--- src/rtl/gate_vector_checker_settle_timer.sv ---
// settle_timer
// 4-bit loadable down-counter that times how long each vector is held on
// the gate before its output is sampled.
// Ports:
//   i_clk      rising-edge clock
//   i_rst      asynchronous active-high reset (count returns to 0)
//   i_load     load i_loadVal this cycle (takes priority over i_en)
//   i_loadVal  value to load
//   i_en       decrement by one while the count is non-zero
//   o_zero     count is currently zero
module settle_timer (
    input  logic       i_clk,
    input  logic       i_rst,
    input  logic       i_load,
    input  logic [3:0] i_loadVal,
    input  logic       i_en,
    output logic       o_zero
);

    logic [3:0] r_count;

    // The count stops at zero rather than wrapping, so a stray enable
    // after expiry cannot restart a long hold.
    always_ff @(posedge i_clk or posedge i_rst) begin
        if (i_rst) begin
            r_count <= 4'd0;
        end else if (i_load) begin
            r_count <= i_loadVal;
        end else if (i_en && (r_count != 4'd0)) begin
            r_count <= r_count - 4'd1;
        end
    end

    assign o_zero = (r_count == 4'd0);

endmodule

--- config.mk ---
export PLATFORM = sky130hd
export DESIGN_NAME = settle_timer
export DESIGN_NICKNAME = d
export VERILOG_FILES = /design/src/rtl/gate_vector_checker_settle_timer.sv
export SDC_FILE = /design/constraint.sdc
export NUM_CORES = 1
export LEC_CHECK = 0
export ABC_AREA = 1
export ABC_CLOCK_PERIOD_IN_PS = 1500
export CORE_AREA = 2 2 39 41
export CTS_CLUSTER_DIAMETER = 50
export DETAILED_ROUTE_END_ITERATION = 7
export DIE_AREA = 0 0 41 43
export PLACE_DENSITY = 0.41
export SKIP_CTS_REPAIR_TIMING = 1
export SYNTH_ARGS = -nofsm -noshare
export SYNTH_HDL_FRONTEND = slang
export SYNTH_SLANG_ARGS = --single-unit
--- constraint.sdc ---
create_clock -name i_clk -period 1.5 [get_ports i_clk]
set_clock_uncertainty 0.2 [all_clocks]
set_input_delay 0.3 -clock i_clk [delete_from_list [all_inputs] [get_ports i_clk]]
set_output_delay 0.3 -clock i_clk [all_outputs]
set_load 0.01 [all_outputs]
==> results.py <==
metrics = {
    "setup_path": {
        "slowest_delay_ns": 0.38,
        "startpoint_type": "flop",
        "end_kind": "output port",
        "criticalPathCategory": "flop to output port",
        "cp_cell_sequence": "inv_2, ha_4, nand2_2, inv_1, buf_2",
        "crit_fanout": 2,
        "arrival_ns": 1.03,
        "cp_slowest_cell": "dfrtp_1",
        "crit_buf_inv": 3,
        "required_ns": 1.00,
        "crit_family": "flip-flops",
    },
    "synthesis": {
        "synth-compound-area-share": 0.03347,
        "yosys.cell_types.count": 13,
        "synth_area_leaders": "dfrtp_1, nand2_1, inv_1",
        "syn-cell-area_sq_um": 299.0,
        "synth_xor_area_frac": 0,
        "synth_simple_gate_area_frac": 0.4895,
        "synth_edf_count": 0,
        "synth_top_family_by_area": "simple AND/OR/NAND/NOR gates",
        "synthCells": 47,
        "syn_avg_cell_area_sq_um": 6.362,
        "ys_seq_area_frac": 0.3347,
        "async_reset_ff_frac": 1.000,
        "synth_mux_area_frac": 0,
        "synth_common_cells": "nand2_1, inv_1, dfrtp_1",
        "synth_top_area_share": 0.3347,
        "yosys.area_share.adder": 0.04184,
        "ys.warnings.count": 0,
        "synth_flop_cell": "dfrtp_1",
        "yosys.cell_count.top_type": "nand2_1",
        "synth_nets": 56,
        "yosys.area.top_type": "dfrtp_1",
        "ys_seq_elements": 4,
    },
    "pwr": {
        "power.total_uw": 506.7,
        "ir_worst_vdd_mv": 0.4628,
        "power.density_nw_per_um2": 1020,
        "total_leakage_power_uw": 0.0002720,
    },
    "route": {
        "vias": 330,
        "drt_first_pass_iters": 1,
        "ant_nets": 0,
        "post_drt_via_cell_ratio": 3.976,
        "finalWirelength_microns": 715,
        "drt-wirelength-per-cell_microns": 8.614,
        "drtIter0Drc": 0,
        "drc": 0,
    },
    "layout": {
        "final_nets": 78,
        "largestRegisters": "r_count (4)",
        "layoutNonFillerInstCount": 83,
        "nFillCells": 157,
        "drive_above_1_share": 0.3134,
        "n_antenna_cell": 0,
        "top_register": "r_count",
        "layout-area-overhead-vs-synth_pct": 66.11,
        "largest_register_ffs": 4,
    },
    "clock_tree": {
        "root_buffer": "clkbuf_4",
        "clkLatencyLatePin_ns": 0.23,
        "htreeDepth": 1,
        "clk_pin_slew_worst_paths_ns": 0.03,
        "clock_sinks": 4,
        "cts_tree": "yes",
        "cts_buffer_depth": 2,
        "numCtsBuffers": 3,
    },
    "floorplan": {
        "start_util": 0.2161,
        "dieHeight_microns": 43,
        "die_w_microns": 41,
        "placementRows": 14,
        "io_pins": 9,
        "coreArea_sq_um": 1384,
        "die_area_sq_um": 1763,
    },
    "placement": {
        "port_buffers": 8,
        "dpl_worst_slack_ns": -0.2372,
        "placedCellCount": 80,
        "place_hpwl_microns": 583,
        "place.gp.congestion": 0.6921,
    },
    "run_status": {
        "status": "complete, but fails checks",
        "violations": "negative setup slack",
    },
    "job": {
        "maxCapViolCount": 0,
    },
    "sta": {
        "min_period_ns": 1.526,
        "max_freq_mhz": 655.2,
        "grt_setup_unrepaired": "yes",
        "hold_violations": 0,
        "post-route-period-util": 1.017,
        "whs_ns": 0.05219,
        "slew_headroom": 0.9041,
        "finalMaxSlewViolations": 0,
        "setup_viol": 1,
        "setup_slack_ns": -0.02621,
        "tightest_slew_ns": 0.1423,
    },
    "global_routing": {
        "grt_overflow": 0,
        "antenna_found_initial": 0,
        "grt_pass1_wl_microns": 1193,
        "grt_max_degree": 7,
        "grt_pass1_vias": 311,
        "grt.total_usage": 0.1060,
    },
    "min_path": {
        "hp-class": "input port to async pin",
    },
}
final cells by class:
type	count	area, sq um	area share
clock buffer	3	22.52	0.04534
timing repair buffer	17	142.6	0.2872
inverter	8	30.03	0.06045
sequential	4	100.1	0.2015
multi-input combinational	35	181.4	0.3652
tap	16	20.02	0.04030
cell usage in the layout, fill, tap and decap left out, drive strengths merged:
| cell | instances |
|---|---|
| nand2 | 24 |
| buf | 10 |
| nand3 | 3 |
| ha | 1 |
| dfrtp | 4 |
| inv | 7 |
| o21ai | 2 |
| nand3b | 2 |
| clkbuf | 3 |
| clkdlybuf4s50 | 7 |
| clkinv | 1 |
| nor2 | 3 |
through the flow:
stage / TNS [ns] / util / cell area (sq um)
floorplan: 0 / - / 299.0
global placement: -0.2497 / 0.3373 / 466.7
detailed placement: -0.2448 / 0.3373 / 466.7
CTS: -0.4880 / 0.3535 / 489.2
global route: -0.09079 / 0.3590 / 496.7
finish: -0.02621 / 0.3590 / 496.7
metal layers:
metal / wire length [microns] / track usage / share of wire
met5: 0 / 0 / 0
met1: 335 / 0.1307 / 0.47
met4: 0 / 0.08000 / 0
met2: 337 / 0.1469 / 0.47
met3: 42 / 0.03141 / 0.059
report_power, final:
group | switching [uW] | total (uW) | internal (uW) | leakage [uW]
registers | 13.7 | 144 | 130 | 0.0000489
logic | 112 | 235 | 123 | 0.000209
clock network | 38.3 | 127 | 89.1 | 0.0000138
worst reg2reg max path: stages (launching register included):
cell and delay, ns:
dfrtp_1 0.38, inv_2 0.08, ha_4 0.13, nand2_2 0.05, buf_4 0.14, nand2_4 0.08, nand2_2 0.07, nand2_1 0.07
nand2_1 0.05
cell families (layout without fill, tap and decap cells):
| group | Yosys count | after routing |
|---|---|---|
| and+or+nand+nor | 32 | 32 |
| buffers and inverters | 8 | 28 |
| AOI/OAI and AO/OA | 2 | 2 |
| DFF | 4 | 4 |
| adders and majority gates | 1 | 1 |
path summary, 6_finish.rpt:
path | startpoint | to | slack [ns] | depth (start not counted)
max in group asynchronous | i_rst | r_count[1] | 0.90 | 2
worst max-delay path | r_count[1] | o_zero | -0.03 | 5
worst min-delay path | i_rst | r_count[2] | 0.05 | 2
worst max register to register | r_count[1] | r_count[2] | 0.15 | 8
worst min register to register | r_count[1] | r_count[1] | 0.43 | 3
min in group i_clk | r_count[1] | r_count[1] | 0.43 | 3
(Power assumes the default switching activity.)
